<file path="src/rtl/wb_pkg.sv">
// Shared definitions for the Wishbone command master: state encoding,
// default bus widths and the read value reported on a bus timeout.
package wb_pkg;

   localparam int WB_ADDRWIDTH = 17;
   localparam int WB_DATAWIDTH = 32;

   localparam logic [31:0] WB_ERR_READ_VALUE = 32'hBAD_FAB_AC;

   localparam logic [1:0] ST_IDLE = 2'd0;
   localparam logic [1:0] ST_BUS  = 2'd1;
   localparam logic [1:0] ST_RESP = 2'd2;

endpackage : wb_pkg

</file>
<file path="src/rtl/wb_ack_timer.sv">
// Counts un-ACKed bus cycles; expired_o flags the last allowed cycle so the
// master can abort on the same clock edge the count would reach the limit.
module wb_ack_timer #(
   parameter int TIMEOUT_CYCLES = 7
) (
   input  logic clk_i,
   input  logic rst_ni,
   input  logic clear_i,
   input  logic enable_i,
   output logic expired_o
);

   localparam int CW = 8;
   localparam logic [CW-1:0] LAST = CW'(TIMEOUT_CYCLES - 1);

   logic [CW-1:0] cnt_q;
   logic [CW-1:0] cnt_d;

   always_comb begin
      cnt_d = cnt_q;
      if (clear_i) begin
         cnt_d = '0;
      end else if (enable_i) begin
         cnt_d = cnt_q + 8'd1;
      end
   end

   always_ff @(posedge clk_i or negedge rst_ni) begin
      if (!rst_ni) begin
         cnt_q <= '0;
      end else begin
         cnt_q <= cnt_d;
      end
   end

   assign expired_o = enable_i && (cnt_q == LAST);

endmodule : wb_ack_timer

</file>
<file path="src/rtl/wb_cmd_master.sv">
// Single-outstanding Wishbone initiator: accepts one command, runs one bus
// cycle (ACK or timeout), then holds the response until it is consumed.
module wb_cmd_master
   import wb_pkg::*;
#(
   parameter int                    ADDRWIDTH      = WB_ADDRWIDTH,
   parameter int                    DATAWIDTH      = WB_DATAWIDTH,
   parameter int                    TIMEOUT_CYCLES = 7,
   parameter logic [DATAWIDTH-1:0]  ERR_READ_VALUE = DATAWIDTH'(WB_ERR_READ_VALUE)
) (
   input  logic                     WB_CLK,
   input  logic                     WB_RST_n,

   // Both cmd and rsp channels use valid/ready: a transfer happens on a
   // rising edge where valid and ready are both high; ready never depends
   // combinationally on valid.
   input  logic                     cmd_valid,
   output logic                     cmd_ready,
   input  logic                     cmd_we,
   input  logic [ADDRWIDTH-1:0]     cmd_adr,
   input  logic [DATAWIDTH/8-1:0]   cmd_be,
   input  logic [DATAWIDTH-1:0]     cmd_wdat,

   output logic                     rsp_valid,
   input  logic                     rsp_ready,
   output logic [DATAWIDTH-1:0]     rsp_rdat,
   output logic                     rsp_err,

   output logic [ADDRWIDTH-1:0]     WBm_ADR,
   output logic                     WBm_CYC,
   output logic                     WBm_STB,
   output logic                     WBm_WE,
   output logic                     WBm_RD,
   output logic [DATAWIDTH/8-1:0]   WBm_BYTE_STB,
   output logic [DATAWIDTH-1:0]     WBm_WR_DAT,
   input  logic [DATAWIDTH-1:0]     WBm_RD_DAT,
   input  logic                     WBm_ACK,

   output logic [1:0]               dbg_state
);

   logic [1:0]             state_q,   state_d;
   logic                   ready_q,   ready_d;
   logic                   cyc_q,     cyc_d;
   logic                   wbm_we_q,  wbm_we_d;
   logic                   rd_q,      rd_d;
   logic                   cmd_we_q,  cmd_we_d;
   logic [ADDRWIDTH-1:0]   adr_q,     adr_d;
   logic [DATAWIDTH/8-1:0] be_q,      be_d;
   logic [DATAWIDTH-1:0]   wdat_q,    wdat_d;
   logic                   rvalid_q,  rvalid_d;
   logic                   rerr_q,    rerr_d;
   logic [DATAWIDTH-1:0]   rdat_q,    rdat_d;

   logic                   tmr_clear;
   logic                   tmr_enable;
   logic                   tmr_expired;

   // Counter sits at zero outside BUS, so every BUS entry starts fresh.
   assign tmr_clear  = (state_q != ST_BUS);
   assign tmr_enable = (state_q == ST_BUS) && !WBm_ACK;

   wb_ack_timer #(
      .TIMEOUT_CYCLES (TIMEOUT_CYCLES)
   ) u_ack_timer (
      .clk_i     (WB_CLK),
      .rst_ni    (WB_RST_n),
      .clear_i   (tmr_clear),
      .enable_i  (tmr_enable),
      .expired_o (tmr_expired)
   );

   always_comb begin
      state_d  = state_q;
      ready_d  = ready_q;
      cyc_d    = cyc_q;
      wbm_we_d = wbm_we_q;
      rd_d     = rd_q;
      cmd_we_d = cmd_we_q;
      adr_d    = adr_q;
      be_d     = be_q;
      wdat_d   = wdat_q;
      rvalid_d = rvalid_q;
      rerr_d   = rerr_q;
      rdat_d   = rdat_q;

      case (state_q)
         ST_IDLE: begin
            ready_d = 1'b1;
            if (cmd_valid && ready_q) begin
               cmd_we_d = cmd_we;
               adr_d    = cmd_adr;
               be_d     = cmd_be;
               wdat_d   = cmd_wdat;
               cyc_d    = 1'b1;
               wbm_we_d = cmd_we;
               rd_d     = ~cmd_we;
               ready_d  = 1'b0;
               state_d  = ST_BUS;
            end
         end

         ST_BUS: begin
            // ACK is tested first so it wins over a coincident timeout.
            if (WBm_ACK) begin
               if (!cmd_we_q) begin
                  rdat_d = WBm_RD_DAT;
               end
               rerr_d   = 1'b0;
               rvalid_d = 1'b1;
               cyc_d    = 1'b0;
               wbm_we_d = 1'b0;
               rd_d     = 1'b0;
               state_d  = ST_RESP;
            end else if (tmr_expired) begin
               rdat_d   = ERR_READ_VALUE;
               rerr_d   = 1'b1;
               rvalid_d = 1'b1;
               cyc_d    = 1'b0;
               wbm_we_d = 1'b0;
               rd_d     = 1'b0;
               state_d  = ST_RESP;
            end
         end

         ST_RESP: begin
            if (rsp_ready) begin
               rvalid_d = 1'b0;
               ready_d  = 1'b1;
               state_d  = ST_IDLE;
            end
         end

         default: begin
            cyc_d    = 1'b0;
            wbm_we_d = 1'b0;
            rd_d     = 1'b0;
            rvalid_d = 1'b0;
            ready_d  = 1'b1;
            state_d  = ST_IDLE;
         end
      endcase
   end

   always_ff @(posedge WB_CLK or negedge WB_RST_n) begin
      if (!WB_RST_n) begin
         state_q  <= ST_IDLE;
         ready_q  <= 1'b0;
         cyc_q    <= 1'b0;
         wbm_we_q <= 1'b0;
         rd_q     <= 1'b0;
         cmd_we_q <= 1'b0;
         adr_q    <= '0;
         be_q     <= '0;
         wdat_q   <= '0;
         rvalid_q <= 1'b0;
         rerr_q   <= 1'b0;
         rdat_q   <= '0;
      end else begin
         state_q  <= state_d;
         ready_q  <= ready_d;
         cyc_q    <= cyc_d;
         wbm_we_q <= wbm_we_d;
         rd_q     <= rd_d;
         cmd_we_q <= cmd_we_d;
         adr_q    <= adr_d;
         be_q     <= be_d;
         wdat_q   <= wdat_d;
         rvalid_q <= rvalid_d;
         rerr_q   <= rerr_d;
         rdat_q   <= rdat_d;
      end
   end

   assign cmd_ready    = ready_q;
   assign rsp_valid    = rvalid_q;
   assign rsp_err      = rerr_q;
   assign rsp_rdat     = rdat_q;
   assign WBm_ADR      = adr_q;
   assign WBm_CYC      = cyc_q;
   assign WBm_STB      = cyc_q;
   assign WBm_WE       = wbm_we_q;
   assign WBm_RD       = rd_q;
   assign WBm_BYTE_STB = be_q;
   assign WBm_WR_DAT   = wdat_q;
   assign dbg_state    = state_q;

endmodule : wb_cmd_master

</file>
<file path="config.mk">
export PLATFORM = sky130hd
export DESIGN_NAME = wb_cmd_master
export DESIGN_NICKNAME = d
export VERILOG_FILES = /design/src/rtl/wb_pkg.sv /design/src/rtl/wb_ack_timer.sv /design/src/rtl/wb_cmd_master.sv
export SDC_FILE = /design/constraint.sdc
export NUM_CORES = 1
export LEC_CHECK = 0
export ABC_AREA = 1
export BUFFER_PORTS_ARGS = -buffer_cell sky130_fd_sc_hd__buf_4
export CAP_MARGIN = 20
export CORE_MARGIN = 2
export CORE_UTILIZATION = 45
export CTS_CLUSTER_DIAMETER = 30
export DETAILED_ROUTE_END_ITERATION = 16
export GPL_ROUTABILITY_DRIVEN = 0
export PLACE_DENSITY = 0.83
export SKIP_CTS_REPAIR_TIMING = 1
export SLEW_MARGIN = 10
export SYNTH_ARGS = -nofsm -noshare
export SYNTH_HDL_FRONTEND = slang
export SYNTH_SLANG_ARGS = --single-unit
</file>
<file path="constraint.sdc">
create_clock -name WB_CLK -period 2.9 [get_ports WB_CLK]
set_input_delay 0.145 -clock WB_CLK [delete_from_list [all_inputs] [get_ports WB_CLK]]
set_output_delay 0.145 -clock WB_CLK [all_outputs]
set_load 0.005 [all_outputs]
</file>
==> reports/summary.txt, run 1 <==
I/O Buffers - 184
Max_cap viols - 0
Status - finished, violations left
First-pass GRT wire length - 17800 um
Switching pwr - 2.095 mW
Nets@finish - 797
TritonCTS Buffers - 9
Hold Vio Cnt, Final - 5
Syn nets - 585
R2R setup slack - 910 ps
DP Worst Slack - 942.1 ps
Gate power share - 42.0%
Syn_area_per_cell - 8.708 um^2
Largest net degree at the start of global routing - 66
Total wire length - 12570 um
First-pass iteration count of the detailed router - 5
Seq/Total Area, Yosys - 59.58%
Leak - 3.427 nW
I/O pin count - 185
Clk pwr share - 14.6%
RSZ-0062 raised after global routing - false
Most frequent cell after synthesis - nand2_1
Number of DRC markers in iteration 0 - 179
Yosys Warn Count - 0
Post-synth top area share - 59.58%
DP HPWL - 7978 um
All-Layer GR Usage - 21.77%
Critical path capture point type - flop
Main combinational cell family by area after synthesis - simple AND/OR/NAND/NOR gates
Mux share of post-synthesis cell area - 0%
Synth top cells by count - 241 x nand2_1, 102 x dfrtp_1, 38 x nand3_1, 21 x or2_2, 13 x buf_2
Worst slew pin tran - 880.2 ps
WS Path Type - reg2reg
Peak supply drop - 464.4 uV
Sw Ratio - 36.96%
Xor and xnor area share after synthesis - 0.2044%
#FFs+latches synth - 102
Synth unique cells - 24
Clk_lat worst skew - 370 ps
Post-synth ARST share - 100.0%
Post-synth EDFFs - 0
Starting Density - 46.36%
Total power - 5.669 mW
HP Class - in2reg
Critical Path RT - 3200 ps
Slew headroom - 41.23%
Worst Path Arrival - 2290 ps
Setup TNS - 0 ps
Setup ws final - 908.3 ps
Top post-synthesis cells by area - dfrtp_1 60%, nand2_1 21%, nand3_1 4.4%, or2_2 3.1%, nand4_1 1.8%
DRC Markers - 0
Antenna violations before repair - 0
Chip Height - 101.6 um
Critical path startpoint category - flop
Synthesized area - 0.004284 mm^2
Crit Path Max Fanout - 34
Clock tree sinks - 102
Proportion of layout cells with a drive suffix above 1 - 32.91%
Max Buffers Root-to-Sink - 2
Int Power - 3.574 mW
Setup Viol. Count Final - 0
Final Max Tran Viols - 0
Min Hold Slack - -20.04 ps
Final non-filler cell total - 837
Die W - 101.6 um
CTS H-Tree Depth - 3
Root Driver - clkbuf_8
Placed insts - 780
ANT cells - 0
Power Density - 899.8 mW/mm^2
# rows - 35
Via density - 4.947
Synth Area in Simple Gates - 33.47%
CTS clock-pin slew for the worst setup and hold paths - 100 ps
Core area - 0.009240 mm^2
ANT nets after route - 0
Synth Area in Adders - 0.5841%
Sequential share of power - 43.4%
Fin crit share - 68.68%
Compound-gate portion of the synthesized area - 1.577%
Layout area overhead - 47.05%
Per-cell routed wire length - 15.02 um
DIE AREA - 0.01032 mm^2
Remaining global-route overflow - 0
CTS tree - yes
Failing checks - negative hold slack
Min Clock Period, post-route - 1992 ps
Synth area leader - dfrtp_1
Vias in the first global route - 3715
Fmax - 0.5021 GHz
Clk_skew - 13.64 ps
Cells after synthesis - 492
Vias - 4141
Filler cell count - 675
Post-synth top flop - dfrtp_1
## area by class of cell
type                            instances  area, um^2  share of cell area, %
Sequential cell                       102        2552                  40.52
Timing Repair Buffer                  228        1829                  29.04
Multi-Input combinational cell        351        1541                  24.47
Tap cell                              129       161.4                  2.562
Clock buffer                           10       127.6                  2.026
Inverter                               12       45.04                 0.7150
Clock inverter                          5       42.54                 0.6753
## power groups by stage
| stage | sequential [mW] | combinational [mW] | clock [mW] |
|---|---|---|---|
| floorplan | 2.46 | 0.995 | 0 |
| global placement | 2.44 | 2.24 | 0 |
| detailed placement | 2.45 | 2.33 | 0 |
| CTS | 2.44 | 2.32 | 0.843 |
| global route | 2.53 | 2.67 | 0.901 |
| finish | 2.46 | 2.38 | 0.827 |
## cell families after synthesis
kind of cell | after synthesis
AND/OR/NAND/NOR | 335
flip-flops | 102
buffers and inverters | 39
AO/OA/AOI/OAI | 13
adder cells (fa/ha/maj) | 2
XOR/XNOR | 1
## worst paths after layout
check	startpoint	endpoint	cells after the start
max	u_ack_timer.cnt_q[0]	rsp_rdat[23]	8
min	cmd_be[2]	WBm_BYTE_STB[2]	3
max reg2reg	u_ack_timer.cnt_q[0]	rsp_rdat[23]	8
min reg2reg	WBm_ADR[8]	WBm_ADR[8]	2
max in group asynchronous	WB_RST_n	WBm_WR_DAT[7]	3
min in group asynchronous	WB_RST_n	rsp_rdat[29]	2
## placed cells by master (no fill, tap or decap), drive strengths merged, types with 2 or more instances in the layout
cell / n
nor3: 3
dfrtp: 102
nor2: 14
nand2: 245
inv: 15
clkbuf: 10
or2: 22
nand4: 12
dlygate4sd3: 42
o21ai: 8
nand3: 38
ha: 2
buf: 186
a21oi: 4
## stage by stage
stage	util (%)	area, um^2
2_1_floorplan	-	4284
3_3_place_gp	61.79	5709
3_5_place_dp	61.79	5709
4_1_cts	63.63	5879
5_1_grt	68.18	6300
6_report	68.18	6300
## critical path, cell delays in order (launching register included)
cell and delay [ps]:
dfrtp_1 400, inv_1 100, ha_1 150, nand3_1 100
nor2_2 150, nand2_2 360, nand2_2 470, nand2_1 120
nand2_1 80
## flip-flops by register name, summed over array words and instances (netlist names)
signal and flops:
WBm_ADR 17, WBm_CYC 1, rsp_rdat 32, rsp_valid 1, WBm_BYTE_STB 4, WBm_WR_DAT 32, cmd_we_q 1, WBm_WE 1
u_ack_timer.cnt_q 8, WBm_RD 1, dbg_state 2, cmd_ready 1, rsp_err 1
## per-layer routing
layer,global-route usage [%],wire (um),vias to the layer above
li1,-,-,1956
met1,28.97,5137,1960
met2,34.92,6085,204
met3,6.349,1151,21
met4,6.133,197,0
met5,0,0,-
Note: power is estimated with default switching activity, not from simulation.
==> run 2: changes to the inputs <==
--- a/config.mk
+++ b/config.mk
@@ -9,7 +9,7 @@
 export BUFFER_PORTS_ARGS = -buffer_cell sky130_fd_sc_hd__buf_4
 export CAP_MARGIN = 20
 export CORE_MARGIN = 2
-export CORE_UTILIZATION = 45
+export CORE_UTILIZATION = 43
 export CTS_CLUSTER_DIAMETER = 30
 export DETAILED_ROUTE_END_ITERATION = 16
 export GPL_ROUTABILITY_DRIVEN = 0
==> constraint.sdc (replaced) <==
create_clock -name WB_CLK -period 1.7 [get_ports WB_CLK]
set_input_delay 0.085 -clock WB_CLK [delete_from_list [all_inputs] [get_ports WB_CLK]]
set_output_delay 0.085 -clock WB_CLK [all_outputs]
set_load 0.005 [all_outputs]
==> run 2 against run 1 <==
  * The flow still finishes with violations (negative hold slack)
  * Core utilization increased by 0.30 points
  * Via count is 1.8% higher
  * Combinational power grew 76%
  * Clock-buffer cell count rose by 2
  * Sequential power increased by 71%
  * Power grew 77%
  * Register-to-register slack got worse by 750 ps
  * Global-route usage decreased by 0.48 points
  * Sequential cell count unchanged
  * First-iteration DRC count rose by 16%
  * Largest cell class unchanged
==> reports/summary.txt, run 2 (synthesis results as in run 1) <==
Chip Height - 103.8 um
Worst Path Arrival - 1800 ps
ANT cells - 0
Vias - 4216
Clock tree sinks - 102
Failing checks - negative hold slack
Clk_lat worst skew - 370 ps
Crit path max-delay family - simple AND/OR/NAND/NOR gates
Proportion of layout cells with a drive suffix above 1 - 33.20%
Leak - 3.601 nW
Min Clock Period, post-route - 1544 ps
Number of DRC markers in iteration 0 - 207
Die W - 103.8 um
First-pass iteration count of the detailed router - 5
Antenna violations before repair - 0
Layout area overhead - 55.52%
R2R setup slack - 160 ps
Fmax - 0.6478 GHz
DRC Markers - 0
Most common cell after layout, fill and taps aside - nand2_1
# rows - 36
Min Hold Slack - -14.06 ps
Reg-to-reg critical path endpoint - rsp_rdat[0]
TritonCTS Buffers - 9
Hold path depth - 3
I/O Buffers - 184
CTS clock-pin slew for the worst setup and hold paths - 100 ps
Root Driver - clkbuf_8
Via density - 4.824
Max Buffers Root-to-Sink - 2
RSZ-0062 raised after global routing - false
Largest net degree at the start of global routing - 45
Hold Vio Cnt, Final - 7
Per-cell routed wire length - 14.70 um
HP Class - in2reg
R2R depth - 8
Flip-flop and latch area - 0.002552 mm^2
Worst Hold End - rsp_rdat[14]
DP HPWL - 8393 um
Most used cell, CP - nand3_1
WS Path Type - reg2reg
DIE AREA - 0.01078 mm^2
Total wire length - 12850 um
CTS tree - yes
Vias in the first global route - 3868
Power Density - 1504 mW/mm^2
Most frequent cells in the layout - 241 x nand2_1, 195 x buf_4, 102 x dfrtp_1
Max_cap viols - 0
Status - finished, violations left
Starting Density - 44.03%
Total power - 10.02 mW
CP Cell Sequence - inv_1 -> ha_1 -> nand3_1 -> nor2_2 -> nand2_2 -> buf_4 -> nand3_1 -> nand2_1
Clk_skew - 10.04 ps
Final Util - 68.48%
Critical path capture point type - flop
Crit Path Max Fanout - 16
ANT nets after route - 0
All-Layer GR Usage - 21.29%
R2R Path Start - u_ack_timer.cnt_q[0]
Slew headroom - 73.79%
Worst stage delay on the critical path - 410 ps
Final Max Tran Viols - 0
CP Launch Point - u_ack_timer.cnt_q[0]
First-pass GRT wire length - 18680 um
Crit path depth - 8
I/O pin count - 185
Core area - 0.009729 mm^2
Critical path startpoint category - flop
Setup TNS - 0 ps
Slowest cell on the critical path - dfrtp_1
Peak supply drop - 891.2 uV
Fin crit share - 90.81%
Critical Path RT - 1960 ps
HP Start - WBm_RD_DAT[14]
Multi-input combinational cell area - 0.001546 mm^2
Filler cell count - 727
Worst slew pin tran - 393.1 ps
Remaining global-route overflow - 0
CTS H-Tree Depth - 3
Nets@finish - 829
CP bufs+invs - 2
Setup Viol. Count Final - 0
==> run 2: routing by layer <==
layer,global-route usage [%],part of all wire [%]
met1,26.97,40
met2,35.01,49
met3,6.482,9.3
met4,6.950,1.7
met5,0,0
==> run 2: area by class of cell <==
class / count / share of cell area, %
clock buffers: 12 / 2.479
clock inverters: 4 / 0.7887
inverters: 12 / 0.6761
multi-input cells: 351 / 23.21
flip-flops and latches: 102 / 38.31
well taps: 133 / 2.498
repair buffers: 260 / 32.04
==> run 2: metrics by stage <==
stage / instance area, um^2 / worst slack [ps] / std cells
3_3_place_gp: 5809 / 209.5 / 795
2_1_floorplan: 4284 / 392.5 / 492
4_1_cts: 6027 / 73.72 / 811
3_5_place_dp: 5809 / 134.8 / 795
6_report: 6663 / 156.3 / 874
5_1_grt: 6663 / 20.56 / 874
==> run 2: worst max path at each step <==
stage | to | slack, ps
2_1_floorplan | rsp_rdat[11] | 390
3_3_place_gp | WBm_RD | 210
3_5_place_dp | WBm_WE | 130
4_1_cts | WBm_WE | 70
5_1_grt | rsp_rdat[20] | 20
6_report | rsp_rdat[0] | 160
==> run 2: worst reg2reg max path, cell delays in order, from the launching register on <==
cell     delay, ps
dfrtp_1        410
inv_1          110
ha_1           170
nand3_1        130
nor2_2         180
nand2_2        100
buf_4          210
nand3_1         80
nand2_1         60
==> run 2: power by group <==
group / leakage (nW) / internal [mW] / switching (mW)
Combinational: 2.21 / 2.17 / 2.02
Clock: 0.113 / 0.807 / 0.820
Sequential: 1.28 / 3.50 / 0.703
Total: 3.60 / 6.48 / 3.55
==> run 3: changes to the inputs <==
--- a/config.mk
+++ b/config.mk
@@ -5,15 +5,14 @@
 export SDC_FILE = /design/constraint.sdc
 export NUM_CORES = 1
 export LEC_CHECK = 0
-export ABC_AREA = 1
 export BUFFER_PORTS_ARGS = -buffer_cell sky130_fd_sc_hd__buf_4
 export CAP_MARGIN = 20
-export CORE_MARGIN = 2
+export CORE_MARGIN = 5
 export CORE_UTILIZATION = 43
 export CTS_CLUSTER_DIAMETER = 30
 export DETAILED_ROUTE_END_ITERATION = 16
 export GPL_ROUTABILITY_DRIVEN = 0
-export PLACE_DENSITY = 0.83
+export PLACE_DENSITY = 0.79
 export SKIP_CTS_REPAIR_TIMING = 1
 export SLEW_MARGIN = 10
 export SYNTH_ARGS = -nofsm -noshare
==> run 3 against run 2 <==
  * The flow now finishes without violations
  * Clock power up 17%
  * Sequential cell count unchanged
  * Core utilization down 0.077 points
  * Maximum frequency down 4.7%
  * Worst setup slack worse by 75 ps
  * Hold slack better by 19 ps
  * Area after synthesis up 3.7%
  * Highest routed layer unchanged
==> reports/summary.txt, run 3 <==
RSZ-0062 raised after global routing - false
Flip-flop and latch area - 0.002552 mm^2
Worst Path Arrival - 1880 ps
Worst stage delay on the critical path - 390 ps
R2R depth - 5
Max layer used - met4
Critical path startpoint category - flop
Cells after synthesis - 347
Top post-synthesis cells by area - dfrtp_1 57%, mux2_2 13%, a211oi_2 4.8%, a21oi_1 3.0%, a221o_1 2.5%
Worst slew pin tran - 698.6 ps
Remaining global-route overflow - 0
Synth area leader - dfrtp_1
CTS tree - yes
Post-synth EDFFs - 0
Yosys Warn Count - 0
DRC Markers - 0
Hold Vio Cnt, Final - 0
Reg-to-reg critical path endpoint - WBm_WR_DAT[28]
I/O pin count - 185
Syn nets - 440
HP Start - WBm_RD_DAT[5]
HP Class - in2reg
Post-synth top area share - 57.45%
Number of DRC markers in iteration 0 - 181
Most frequent cells in the layout - 197 x buf_4, 102 x dfrtp_1, 67 x dlygate4sd3_1
Placed insts - 661
Max_cap viols - 0
Min Clock Period, post-route - 1619 ps
Antenna violations before repair - 0
Syn_area_per_cell - 12.80 um^2
Critical Path RT - 1960 ps
Synth unique cells - 39
Core area - 0.01018 mm^2
Total wire length - 13390 um
Peak supply drop - 989.7 uV
DP HPWL - 8893 um
Filler cell count - 700
All-Layer GR Usage - 18.74%
Vias - 3764
Clock tree sinks - 102
First-pass GRT wire length - 18980 um
ANT nets after route - 0
Hold path depth - 3
I/O Buffers - 184
Synth top cells by count - 102 x dfrtp_1, 52 x mux2_2, 29 x nor2_1, 27 x a21oi_1, 26 x inv_1
CTS H-Tree Depth - 3
CP Cell Sequence - buf_4 -> nand3b_4 -> nor2_4 -> buf_12 -> mux2_2
Clk_lat worst skew - 370 ps
Setup TNS - 0 ps
TritonCTS Buffers - 9
Seq/Total Area, Yosys - 57.45%
Via density - 5.059
Post-synth ARST share - 100.0%
Largest net degree at the start of global routing - 35
Most frequent cell after synthesis - dfrtp_1
Most common cell after layout, fill and taps aside - buf_4
Power Density - 1564 mW/mm^2
CTS clock-pin slew for the worst setup and hold paths - 100 ps
Per-cell routed wire length - 18.00 um
First-pass iteration count of the detailed router - 4
Crit path max-delay family - flip-flops
Nets@finish - 696
Die W - 111.7 um
Clk_skew - 8.357 ps
Setup Viol. Count Final - 0
Met3 WL - 1352 um
Final Max Tran Viols - 0
ANT cells - 0
R2R Path Start - dbg_state[1]
Max Buffers Root-to-Sink - 2
Met2 WL post-DR - 6587 um
Multi-input combinational cell area - 0.001662 mm^2
Root Driver - clkbuf_8
Metal-1 WL - 5296 um
Slew headroom - 53.23%
Leak - 3.210 nW
# rows - 37
Starting Density - 43.62%
DIE AREA - 0.01247 mm^2
Synthesized area - 0.004443 mm^2
Fmax - 0.6176 GHz
#FFs+latches synth - 102
Critical path capture point type - flop
Final non-filler cell total - 744
Worst Hold End - rsp_rdat[5]
Vias in the first global route - 3750
Slowest cell on the critical path - dfrtp_1
R2R setup slack - 80 ps
Crit Path Max Fanout - 34
Fin crit share - 95.24%
Status - finished, final reports clean
Post-synth top flop - dfrtp_1
CP bufs+invs - 2
Chip Height - 111.7 um
Layout area overhead - 56.80%
Crit path depth - 5
WS Path Type - reg2reg
Proportion of layout cells with a drive suffix above 1 - 48.03%
[run 3: cell types whose count changed after synthesis, sizes merged, moves of 5 or more]
cell,before,now
nand4,12,0
nor2,14,30
buf,22,17
nand2,245,3
a21oi,4,27
a221o,0,11
a21boi,0,11
inv,12,26
mux2,0,55
nand3,38,1
a211oi,0,21
or2,22,0
[run 3: worst max path at each step]
stage	endpoint	start
5_1_grt	WBm_WR_DAT[10]	dbg_state[1]
6_report	WBm_WR_DAT[28]	dbg_state[1]
2_1_floorplan	WBm_ADR[0]	dbg_state[1]
4_1_cts	rsp_rdat[4]	dbg_state[1]
3_3_place_gp	rsp_rdat[1]	dbg_state[1]
3_5_place_dp	rsp_rdat[4]	dbg_state[1]
[run 3: per-stage QoR]
step                hold slack [ps]  instance area (um^2)  setup slack [ps]  power, mW  util (%)
finish                        5.133                  6967             80.92      10.90     68.40
global route                  9.569                  6967             6.140      11.57     68.40
CTS                          -370.8                  6291            -223.2      10.73     61.77
detailed placement            44.09                  6036            -195.2      8.806     59.26
global placement              38.63                  6036            -69.19      8.584     59.26
floorplan                    -210.6                  4443             180.9      6.297         -
[run 3: worst min-delay path: stages]
cell	delay (ps)
buf_4	110
nor2_1	90
a211oi_1	50
[run 3: cell families (layout without fill, tap and decap cells)]
kind of cell	after synthesis	after routing	share of synthesized area [%]
compound gates	85	85	15.29
fa+ha+maj	2	2	0.5631
flops	102	102	57.45
mux	56	56	14.16
xor+xnor	4	4	0.7887
simple gates	49	49	6.223
buf+inv	49	310	5.519
[run 3: layout make-up]
cell class	count	share of cell area (%)
Clock inverter	6	1.688
Tap cell	136	2.443
Multi-Input combinational cell	196	23.85
Sequential cell	102	36.64
Timing Repair Buffer	268	32.00
Clock buffer	10	1.976
Inverter	26	1.401
[run 3: routing by layer]
layer  vias to the layer above  GRT usage, %
met5                         -             0
met4                         0         5.596
met3                        13         8.859
met2                       165         30.42
met1                      1849         22.23
li1                       1737             -
[run 3: power breakdown]
group	switching, mW	total (mW)	internal, mW	leakage (nW)
clock network	0.880	1.91	1.03	0.125
registers	0.739	4.21	3.47	1.23
logic	1.97	4.78	2.81	1.85
